[src/rtl/shift_add_multiplier.sv]
// Sequential shift-and-add unsigned multiplier with a fixed latency of WIDTH
// RUN cycles followed by a one-cycle DONE state that presents the product.
module shift_add_multiplier #(
    parameter int WIDTH = 32
) (
    input  logic                 clk,
    input  logic                 rst,
    input  logic                 start,
    input  logic [WIDTH-1:0]     a,
    input  logic [WIDTH-1:0]     b,
    output logic                 busy,
    output logic                 done,
    output logic [2*WIDTH-1:0]   product
);
    // state  | meaning
    // S_IDLE | waiting for start
    // S_RUN  | one add/shift step per cycle, WIDTH steps total
    // S_DONE | product just loaded; start here chains the next operation

    localparam int CW = $clog2(WIDTH + 1);

    typedef enum logic [1:0] {S_IDLE, S_RUN, S_DONE} state_t;

    state_t             state, state_nxt;
    logic [WIDTH-1:0]   mcand;
    logic [WIDTH-1:0]   upper;
    logic [WIDTH-1:0]   lower;
    logic [CW-1:0]      step;
    logic [WIDTH:0]     sum;
    logic [WIDTH-1:0]   upper_nxt;
    logic [WIDTH-1:0]   lower_nxt;
    logic               last_step;
    logic               accept;

    // {carry, sum, lower} >> 1 lands back in {upper, lower}
    always_comb begin
        sum       = {1'b0, upper} + (lower[0] ? {1'b0, mcand} : {(WIDTH+1){1'b0}});
        upper_nxt = sum[WIDTH:1];
        lower_nxt = {sum[0], lower[WIDTH-1:1]};
        last_step = (step == CW'(WIDTH - 1));
        accept    = start && (state != S_RUN);
    end

    always_comb begin
        state_nxt = state;
        busy      = 1'b0;
        done      = 1'b0;
        case (state)
            S_IDLE: begin
                if (start) state_nxt = S_RUN;
            end
            S_RUN: begin
                busy = 1'b1;
                if (last_step) state_nxt = S_DONE;
            end
            S_DONE: begin
                done      = 1'b1;
                state_nxt = start ? S_RUN : S_IDLE;
            end
            default: state_nxt = S_IDLE;
        endcase
    end

    always_ff @(posedge clk) begin
        if (rst) begin
            state <= S_IDLE;
        end else begin
            state <= state_nxt;
        end
    end

    always_ff @(posedge clk) begin
        if (rst) begin
            mcand   <= '0;
            upper   <= '0;
            lower   <= '0;
            step    <= '0;
            product <= '0;
        end else if (accept) begin
            mcand <= a;
            upper <= '0;
            lower <= b;
            step  <= '0;
        end else if (state == S_RUN) begin
            upper <= upper_nxt;
            lower <= lower_nxt;
            step  <= step + CW'(1);
            if (last_step) product <= {upper_nxt, lower_nxt};
        end
    end

endmodule

[config.mk]
export PLATFORM = sky130hd
export DESIGN_NAME = shift_add_multiplier
export DESIGN_NICKNAME = d
export VERILOG_FILES = /design/src/rtl/shift_add_multiplier.sv
export SDC_FILE = /design/constraint.sdc
export NUM_CORES = 1
export LEC_CHECK = 0
export CORE_ASPECT_RATIO = 0.9
export CORE_MARGIN = 2
export CORE_UTILIZATION = 54
export CTS_CLUSTER_DIAMETER = 80
export DETAILED_ROUTE_END_ITERATION = 8
export PLACE_DENSITY = 0.81
export SLEW_MARGIN = 40
export SYNTH_ARGS = -nofsm -noshare
export SYNTH_HDL_FRONTEND = slang
export SYNTH_SLANG_ARGS = --single-unit
[constraint.sdc]
create_clock -name clk -period 3.9 [get_ports clk]
set_input_delay 0.975 -clock clk [delete_from_list [all_inputs] [get_ports clk]]
set_output_delay 0.975 -clock clk [all_outputs]
set_load 0.02 [all_outputs]
# Word-level counts from Yosys, hierarchy flattened
# Index checks and enable logic that the tools add are counted.
# totals
regBits	168
out_inout_bits	66
# op_classes
add_sub_neg	2
n_eq_ne	6
mux	9
n_bitwise	1
n_reduce_logical	6
# op_table
operator	n
$mux W32	3
$add A32 B32 Y33	1
$add A6 B1 Y6 const B	1
$eq A6 B5 Y1 const B	1
$pmux W2 S3	1
$mux W2	2
$ne A2 B2 Y1 const B	2
$mux W1	3
$reduce_and A3 Y1	1
$eq A2 B1 Y1 const B	1
$eq A2 B2 Y1 const B	1
$logic_not A2 Y1	1
$ne A2 B1 Y1 const B	1
$reduce_and A2 Y1	1
$reduce_bool A2 Y1	1
$reduce_or A2 Y1	1
$logic_and A1 B1 Y1	1
$not A1 Y1	1

# Longest topological paths before layout
# Gate-level depths: netlist (run 1).
# logic_depth
word_depth	4
ltp_mapped	12

# Worst setup path before layout (run 1)
# No wires, ideal clock.
# synth_path
kind	reg2reg
start	register lower[0]
end	register upper[31]
setup_ps	143
arrival_time_ps	2619
t_required_ps	3757
slack_ps	1139
path_stages_with_launch	13
period_less_slack_ps	2761
cell_sequence	dfxtp_1 -> clkbuf_1 -> and2_1 -> ha_1 -> fa_1 -> a21oi_1 -> o211ai_1 -> a21oi_1 -> o221ai_2 -> o31ai_4 -> nor3_4 -> a221oi_2 -> a21oi_1
# synth_via
elab_chain_len	2
# synth_rtl
element	line_no	text
start: declaration	27	logic [WIDTH-1:0] lower;
start signal: assignment	86	lower <= lower_nxt;
$mux W32	37	sum = {1'b0, upper} + (lower[0] ? {1'b0, mcand} : {(WIDTH+1){1'b0}});
$add A32 B32 Y33	37	
end signal: assignment	85	upper <= upper_nxt;
end: declaration	26	logic [WIDTH-1:0] upper;
# Every way passes these cells.
# A chain may end at the register's enable or synchronous reset.

# Worst setup path in the final report (run 1)
# layout_path
start	register lower[0]
end	register product[63]
# layout_via
elab_chain_len	2
# layout_rtl
element	line_no	text
$mux W32	37	
$add A32 B32 Y33	37	
end signal: assignment	88	if (last_step) product <= {upper_nxt, lower_nxt};
end: declaration	13	output logic [2*WIDTH-1:0] product
# Every way passes these cells.

==> flow_summary.toml, run 1 <==
[outcome]
outcome = "finished, final reports clean"

[routing]
finalWirelength_mm = 20.6
wire_per_inst_um = 15.6
via_per_inst = 5.59
drt_iter0_drc = 731
first_pass_iters = 6
drc_errors = 0
antenna_left = 0
vias = 7403

[synth]
ys_top_cells_by_area = "dfxtp_1 41%, nand2_1 12%, a21oi_1 9.1%, ha_1 5.1%, mux2i_1 3.9%"
synthSimpleGateAreaFrac_pct = 22.8
synthMuxAreaShare_pct = 3.94
synth_fa_ha_area_share_pct = 5.33
synth_top_cell_area_share_pct = 41.4
synth_flop_cell = "dfxtp_1"
yosysTopAreaCell = "dfxtp_1"
synth_xor_area_share_pct = 3.66
synth_compound_area_share_pct = 19.4
netlist_area_um2 = 8130
synth_enable_flop_cells = 0
syn-num-nets = 1118
synth_area_per_cell_um2 = 7.99
seq_area_frac_synth_pct = 41.4
synth_top_family_by_area = "simple AND/OR/NAND/NOR gates"
synthArstFlopShare_pct = 0
synth_cell_types = 61
synth_seq_cells = 168
yosysWarningCount = 0
syn_inst = 1017

[place]
place_ws_ns = 0.665
dp_hpwl_mm = 13.8
place_congestion = 0.926
port_buffers = 132

[clock_network]
cts_tree = "done"
clock-root-buffer = "clkbuf_16"
clkTransAtPathRegs_ns = 0.07
htreeDepth = 4
hold_buffers = 0
cts_setup_buffers = 0
worstSkewPairLatency_ns = 0.43
cts.sink_count = 168
cts_made_buffers = 17
clock_path_buffers = 2
cts_resized = 0

[hold_path]
min_path_type = "register to register"

[die]
start_util_pct = 55.2
core_um2 = 14700
die_w_um = 133
die-height_um = 120
pin_count = 133
rows = 42
die_area_um2 = 16100

[power]
power_switching_uw = 948
pwr-share-clk_pct = 44.5
peakVddDrop_uv = 332
power_density_nw_per_um2 = 380
seqPwrFrac_pct = 47.1
power_frac_comb_pct = 8.4
leakage_nw = 3.84
intPower_mw = 2.91
p_sw_share_pct = 24.6

[global_route]
grt_pass1_vias = 6849
grt_max_degree = 97
antenna_found_initial = 0
busiest_layer = "met2"
gr-usage-met3_pct = 5.45
global_route.usage.met2_pct = 42.4
track_usage_pct = 26.2
overflow = 0
grt_first_pass_wirelength_mm = 33.7
use_met1_pct = 35.0

[sta]
maxSlewViolCount = 0
skew_ns = 0.0120
hold_ws_ns = 0.453
slew-limit-headroom_pct = 51.2
tightest_slew_ns = 0.732
finalHoldViolations = 0
fin_ws_ns = 0.541
rsz0062_at_grt = "no"
fin_setup_tns_ns = 0
post-route-min-period_ns = 3.36
fin_crit_sh_pct = 86.1
setup_violations = 0
max_freq_ghz = 0.298

[final_layout]
nNetsFinal = 1215
drive_gt1_share_pct = 6.03
n_antenna_cell = 0
syn_to_final_growth_pct = 24.8

[critical_path]
cp.arrival_ns = 3.64
r2r_slack_ns = 0.54
worstSetupPathType = "register to register"
crit_path_start_kind = "register"
cp-end-kind = "register"
critPathMaxFanout = 26
cp.required_ns = 4.18

[job]
max_cap_violations = 0
## power groups by stage
| stage | Clock [mW] | Sequential, mW | Combinational, mW |
|---|---|---|---|
| 6_report | 1.71 | 1.82 | 0.324 |
| 5_1_grt | 1.81 | 1.82 | 0.358 |
| 4_1_cts | 1.73 | 1.82 | 0.323 |
| 3_5_place_dp | 0 | 1.85 | 0.319 |
| 3_3_place_gp | 0 | 1.85 | 0.314 |
| 2_1_floorplan | 0 | 1.84 | 0.203 |
## state kept, by name (all words and copies together), names as in the netlist
register / count
lower: 32
mcand: 32
product: 64
state: 2
step: 6
upper: 32
## worst max-delay path, stage by stage (launching register included)
cell and delay (ns):
dfxtp_1 0.55, and2_1 0.27, ha_1 0.24, fa_1 0.44
a21oi_1 0.22, o211ai_1 0.18, a21oi_1 0.21, o221ai_2 0.17
o31ai_4 0.42, nor3_4 0.07, a221oi_2 0.31, a211oi_1 0.12
## placed cells by master, fill, tap and decap left out, types with 4 or more instances in the layout
cell type / Yosys / layout
xor2_1: 15 / 15
clkbuf_16: 0 / 17
a211oi_1: 41 / 41
nor3_1: 6 / 6
o21ai_0: 28 / 28
nand4_1: 7 / 7
inv_6: 0 / 5
nand2_1: 256 / 255
buf_4: 0 / 11
xnor2_1: 19 / 19
inv_1: 7 / 7
o211ai_1: 4 / 4
a21o_1: 11 / 11
o21ai_1: 4 / 4
a31oi_1: 6 / 6
nor2_1: 65 / 65
clkdlybuf4s50_1: 0 / 130
mux2i_1: 32 / 32
and2_1: 34 / 34
ha_1: 33 / 33
a21oi_1: 147 / 147
nand3_1: 9 / 9
dfxtp_1: 168 / 168
## cell usage after synthesis (2+ instances only)
master and number:
a211oi_1 41, a21o_1 11, a21oi_1 147, a31oi_1 6, a41oi_1 3, and2_1 34, and4_1 2, buf_1 6
buf_2 8, clkbuf_1 52, dfxtp_1 168, ha_1 33, inv_1 7, mux2i_1 32, nand2_1 256, nand2_2 2
nand2b_1 4, nand3_1 9, nand3b_1 3, nand4_1 7, nand4b_1 3, nor2_1 65, nor2b_1 3, nor3_1 6
nor3_2 2, nor3b_1 2, nor4_1 2, o211ai_1 4, o21ai_0 28, o21ai_1 4, o21bai_1 3, or4_1 3
xnor2_1 19, xor2_1 15
## metrics by stage
stage | total power [mW] | cell area (um^2) | utilization (%) | cells
after global placement | 2.17 | 9540 | 64.8 | 1293
after floorplan | 2.04 | 8130 | - | 1017
after global routing | 3.99 | 10100 | 68.9 | 1325
after detailed placement | 2.17 | 9550 | 64.9 | 1293
after CTS | 3.87 | 10100 | 68.9 | 1325
final | 3.85 | 10100 | 68.9 | 1325
## final timing paths
path,from,end,depth (start not counted)
hold reg to reg,product[56]$_SDFFE_PP0P_,product[56]$_SDFFE_PP0P_,2
setup reg to reg,lower[0]$_SDFFE_PP0P_,product[63]$_SDFFE_PP0P_,11
hold / removal,product[56]$_SDFFE_PP0P_,product[56]$_SDFFE_PP0P_,2
setup / recovery,lower[0]$_SDFFE_PP0P_,product[63]$_SDFFE_PP0P_,11
## cell type report
| class | instances | area [um^2] |
|---|---|---|
| tap | 198 | 248 |
| clock inverter | 11 | 135 |
| inverter | 7 | 26.3 |
| timing repair buffer | 144 | 1410 |
| clock buffer | 21 | 460 |
| fill | 1236 | 4570 |
| multi-input combinational | 776 | 4500 |
| sequential | 168 | 3360 |
## cell families after synthesis
group                    count (synthesis)
AO/OA/AOI/OAI                          262
XOR/XNOR                                34
adder cells (fa/ha/maj)                 34
buffers and inverters                   73
flip-flops                             168
multiplexers                            32
AND/OR/NAND/NOR                        414
## routing by layer
layer,wire (um),share of wire [%]
met1,9440,46
met2,9570,46
met3,1240,6.0
met4,362,1.8
met5,0,0
Note: power is estimated with default switching activity, not from simulation.
==> run 2: changes to the inputs <==
--- a/config.mk
+++ b/config.mk
@@ -7,10 +7,11 @@
 export LEC_CHECK = 0
 export CORE_ASPECT_RATIO = 0.9
 export CORE_MARGIN = 2
-export CORE_UTILIZATION = 54
+export CORE_UTILIZATION = 60
 export CTS_CLUSTER_DIAMETER = 80
 export DETAILED_ROUTE_END_ITERATION = 8
-export PLACE_DENSITY = 0.81
+export DONT_BUFFER_PORTS = 1
+export PLACE_DENSITY = 0.76
 export SLEW_MARGIN = 40
 export SYNTH_ARGS = -nofsm -noshare
 export SYNTH_HDL_FRONTEND = slang
==> constraint.sdc (replaced) <==
create_clock -name clk -period 3.9 [get_ports clk]
set_input_delay 0.39 -clock clk [delete_from_list [all_inputs] [get_ports clk]]
set_output_delay 0.39 -clock clk [all_outputs]
set_load 0.05 [all_outputs]
==> flow_summary.toml, run 2 (synthesis gave the netlist of run 1 again) <==
[critical_path]
worstRegToRegCells = 11
path_cells = "and2_1 -> ha_1 -> fa_1 -> a21oi_1 -> o211ai_1 -> a21oi_1 -> o221ai_2 -> o31ai_4 -> nor3_4 -> a221oi_2 -> a21oi_1"
cp.arrival_ns = 3.35
cp-startpoint = "lower[0]$_SDFFE_PP0P_"
cp-end-kind = "register"
slowest_stage = "dfxtp_2"
reg2reg_from = "lower[0]$_SDFFE_PP0P_"
worstReg2RegEnd = "upper[31]$_SDFFE_PP0P_"
critPathMaxFanout = 33
max_stage_delay_ns = 0.47
path_common_cell = "a21oi_1"
crit_path_start_kind = "register"
crit_end = "upper[31]$_SDFFE_PP0P_"
worstSetupPathType = "register to register"
r2r_slack_ns = 0.83
cp.required_ns = 4.18

[sta]
setup_violations = 0
maxSlewViolCount = 0
hold_ws_ns = 0.0344
fin_setup_tns_ns = 0
skew_ns = 0.00830
fin_crit_sh_pct = 78.7
slew-limit-headroom_pct = 52.7
finalHoldViolations = 0
post-route-min-period_ns = 3.07
fin_ws_ns = 0.832
rsz0062_at_grt = "no"
tightest_slew_ns = 0.707
max_freq_ghz = 0.326

[routing]
vias = 6811
wire_per_inst_um = 16.6
first_pass_iters = 5
via_per_inst = 5.88
antenna_left = 0
finalWirelength_mm = 19.2
drc_errors = 0
drt_iter0_drc = 546

[clock_network]
cts_made_buffers = 17
clock_path_buffers = 2
clkTransAtPathRegs_ns = 0.07
htreeDepth = 4
worstSkewPairLatency_ns = 0.42
hold_buffers = 0
cts_resized = 0
cts.sink_count = 168
clock-root-buffer = "clkbuf_16"
cts_tree = "done"
cts_setup_buffers = 0

[place]
place_area_um2 = 8160
place_ws_ns = 0.879
dp_hpwl_mm = 12.9
dp.cells = 1127
port_buffers = 0
place_congestion = 0.928

[final_layout]
largest-register = "product"
final_common_cell = "nand2_1"
final_cell_mix = "255 x nand2_1, 167 x dfxtp_1, 147 x a21oi_1"
design_area_um2 = 8800
drive_gt1_share_pct = 6.66
syn_to_final_growth_pct = 8.30
n_antenna_cell = 0
nNetsFinal = 1079
final_cells = 1159
largest_reg_flops = 64
fin_util_pct = 66.1

[power]
power_density_nw_per_um2 = 437
peakVddDrop_uv = 359
p_total_mw = 3.85
leakage_nw = 3.36

[global_route]
grt_first_pass_wirelength_mm = 31.9
antenna_found_initial = 0
grt_max_degree = 141
overflow = 0
grt_pass1_vias = 6395
track_usage_pct = 27.2

[die]
core_um2 = 13300
rows = 40
pin_count = 133
die_area_um2 = 14500
die-height_um = 114
start_util_pct = 61.1
die_w_um = 127

[job]
max_cap_violations = 0

[hold_path]
min_path_type = "input pin to register"

[outcome]
outcome = "finished, final reports clean"
[run 2: cell count changes in the layout (fill, tap and decap cells not counted), moves of 2 or more]
cell,delta
bufinv_16,+2
buf_6,-2
buf_4,-3
clkdlybuf4s50_1,-130
clkbuf_1,-2
[run 2: cell type report]
| type | instances | area (um^2) |
|---|---|---|
| Timing Repair Buffer | 8 | 60.1 |
| Multi-Input combinational cell | 776 | 4500 |
| Clock inverter | 13 | 189 |
| Inverter | 7 | 26.3 |
| Clock buffer | 19 | 453 |
| Sequential cell | 168 | 3360 |
| Tap cell | 168 | 210 |
| Fill cell | 1181 | 4510 |
[run 2: power breakdown]
part           total, mW  internal, mW  switching [mW]
logic              0.215        0.0815           0.134
clock network       1.81          1.11           0.698
registers           1.82          1.77          0.0450
[run 2: routing by layer]
layer	GRT usage [%]	wire, um
met3	6.40	1010
met5	0	0
met2	42.4	8470
met1	38.6	9470
met4	6.37	255
[run 2: how the worst min path moves through the flow]
| stage | from | to | slack (ns) | depth (start not counted) |
|---|---|---|---|---|
| CTS | rst | product[16]$_SDFFE_PP0P_ | 0.01 | 1 |
| finish | rst | product[16]$_SDFFE_PP0P_ | 0.03 | 1 |
| detailed placement | mcand[14]$_SDFFE_PP0P_ | mcand[14]$_SDFFE_PP0P_ | 0.44 | 2 |
| global placement | mcand[26]$_SDFFE_PP0P_ | mcand[26]$_SDFFE_PP0P_ | 0.43 | 2 |
| global route | rst | product[12]$_SDFFE_PP0P_ | 0.008 | 1 |
| floorplan | upper[27]$_SDFFE_PP0P_ | upper[27]$_SDFFE_PP0P_ | 0.43 | 2 |
[run 2: worst max-delay path: cells and delay by family (launching register included)]
kind	cells	cell delay, ns
flops	1	0.47
simple gates	2	0.29
compound gates	7	1.51
fa+ha+maj	2	0.63
==> run 3: changes to the inputs <==
--- a/config.mk
+++ b/config.mk
@@ -7,7 +7,7 @@
 export LEC_CHECK = 0
 export CORE_ASPECT_RATIO = 0.9
 export CORE_MARGIN = 2
-export CORE_UTILIZATION = 60
+export CORE_UTILIZATION = 58
 export CTS_CLUSTER_DIAMETER = 80
 export DETAILED_ROUTE_END_ITERATION = 8
 export DONT_BUFFER_PORTS = 1
==> constraint.sdc (replaced) <==
create_clock -name clk -period 2.7 [get_ports clk]
set_input_delay 0.27 -clock clk [delete_from_list [all_inputs] [get_ports clk]]
set_output_delay 0.27 -clock clk [all_outputs]
set_load 0.05 [all_outputs]
==> flow_summary.toml, run 3 (synthesis gave the netlist of run 1 again) <==
[outcome]
outcome = "finished, final reports clean"

[sta]
tightest_slew_ns = 0.600
fin_crit_sh_pct = 99.6
setup_violations = 0
rsz0062_at_grt = "yes"
hold_ws_ns = 0.0433
max_freq_ghz = 0.372
finalHoldViolations = 0
maxSlewViolCount = 0
slew-limit-headroom_pct = 60.0
skew_ns = 0.00990
post-route-min-period_ns = 2.69

[critical_path]
cp.depth = 13
reg2reg_from = "lower[0]$_SDFFE_PP0P_"
worstSetupPathType = "register to register"
max_stage_delay_ns = 0.36
critPathMaxFanout = 6
path_common_cell = "a21oi_2"
cp.arrival_ns = 3.05
cp-end-kind = "register"
crit_buf_inv = 2
worstRegToRegCells = 13
worstReg2RegEnd = "upper[29]$_SDFFE_PP0P_"
crit_path_start_kind = "register"
slowest_stage = "fa_2"
r2r_slack_ns = 0.01
cp-startpoint = "lower[0]$_SDFFE_PP0P_"
cp.required_ns = 3.06
crit_end = "upper[29]$_SDFFE_PP0P_"
path_cells = "buf_6 -> and2_4 -> ha_4 -> fa_2 -> a21oi_2 -> o211ai_1 -> buf_4 -> a31oi_4 -> a21oi_4 -> a211oi_2 -> xnor2_1 -> nand2_1 -> a21oi_2"
crit_family = "compound AO/OA/AOI/OAI gates"

[die]
start_util_pct = 58.7
die_w_um = 129
die-height_um = 116
die_area_um2 = 15000
rows = 41
pin_count = 133
core_um2 = 13900

[final_layout]
syn_to_final_growth_pct = 25.6
final_common_cell = "nand2_1"
final_cell_mix = "255 x nand2_1, 167 x dfxtp_1, 140 x a21oi_1"
drive_gt1_share_pct = 13.1
largest_reg_flops = 64
n_antenna_cell = 0
nNetsFinal = 1200
fin_util_pct = 73.7
largest-register = "product"

[clock_network]
clkTransAtPathRegs_ns = 0.07
clock-root-buffer = "clkbuf_16"
htreeDepth = 4
cts.sink_count = 168
cts_made_buffers = 17
cts_tree = "done"
worstSkewPairLatency_ns = 0.43
clock_path_buffers = 2

[routing]
vias = 7594
drc_errors = 0
drt_iter0_drc = 587
antenna_left = 0
wire_per_inst_um = 17.6
via_per_inst = 5.91
finalWirelength_mm = 22.6
first_pass_iters = 5

[global_route]
antenna_found_initial = 0
track_usage_pct = 29.2
grt_pass1_vias = 7130
grt_first_pass_wirelength_mm = 34.6
overflow = 0
grt_max_degree = 73

[power]
power_density_nw_per_um2 = 534
peakVddDrop_uv = 509
leakage_nw = 4.05

[hold_path]
min_path_type = "input pin to register"

[place]
place_congestion = 0.999
port_buffers = 0
dp_hpwl_mm = 13.8

[job]
max_cap_violations = 0
[run 3: worst reg2reg max path, cell delays in order (launching register included)]
cell      delay, ns
dfxtp_2        0.34
buf_6          0.13
and2_4         0.14
ha_4           0.16
fa_2           0.36
a21oi_2        0.18
o211ai_1       0.15
buf_4          0.19
a31oi_4        0.18
a21oi_4        0.10
a211oi_2       0.29
xnor2_1        0.18
nand2_1        0.09
a21oi_2        0.13
[run 3: worst min-delay path by stage]
stage          from                        to  slack [ns]  cells past startpoint
4_1_cts         rst  product[62]$_SDFFE_PP0P_        0.02                      2
3_3_place_gp    rst   product[7]$_SDFFE_PP0P_        0.35                      1
6_report        rst    upper[30]$_SDFFE_PP0P_        0.04                      2
2_1_floorplan  a[0]     mcand[0]$_SDFFE_PP0P_        0.41                      2
5_1_grt         rst    upper[30]$_SDFFE_PP0P_        0.04                      2
3_5_place_dp    rst     lower[8]$_SDFFE_PP0P_        0.35                      1
[run 3: through the flow]
| stage | instance area, um^2 | total power, mW | std cells | worst slack, ns | setup TNS, ns |
|---|---|---|---|---|---|
| floorplan | 8130 | 2.95 | 1017 | 0.0369 | 0 |
| global placement | 8400 | 3.00 | 1157 | 0.0389 | 0 |
| detailed placement | 8400 | 3.01 | 1157 | -0.0615 | -0.239 |
| global route | 10200 | 5.65 | 1284 | -0.101 | -0.827 |
| finish | 10200 | 5.45 | 1284 | 0.0104 | 0 |
| CTS | 9870 | 5.44 | 1274 | -0.0196 | -0.0303 |
[run 3: report_power, final]
part / switching [mW] / total (mW) / internal [mW] / leakage [nW]
registers: 0.0604 / 2.62 / 2.56 / 1.37
logic: 0.258 / 0.471 / 0.213 / 2.41
clock network: 1.05 / 2.36 / 1.31 / 0.278
total: 1.37 / 5.45 / 4.09 / 4.05
[run 3: what timing repair did]
| item | in CTS | in global routing |
|---|---|---|
| setup endpoints to repair | 13 | 29 |
| hold endpoints to repair | 130 | 0 |
| setup buffers | 2 | 10 |
| gates resized for setup | 11 | 54 |
| hold buffers | 82 | 0 |
| pin swaps | 9 | 26 |
| cloned | 1 | 0 |
[run 3: metal layers]
layer  GRT usage [%]  routed length, um  vias to the layer above
li1                -                  -                     3665
met5               0                  0                        -
met3            6.73               1490                       41
met4            11.4                517                        0
met1            36.9               9760                     3601
met2            48.7              10800                      287
[run 3: area by class of cell]
class | count | area (um^2)
clock buffers | 20 | 447
clock inverters | 12 | 116
fillers | 1027 | 3640
inverters | 7 | 26.3
multi-input cells | 776 | 4800
flip-flops and latches | 168 | 3360
well taps | 172 | 215
repair buffers | 129 | 1240
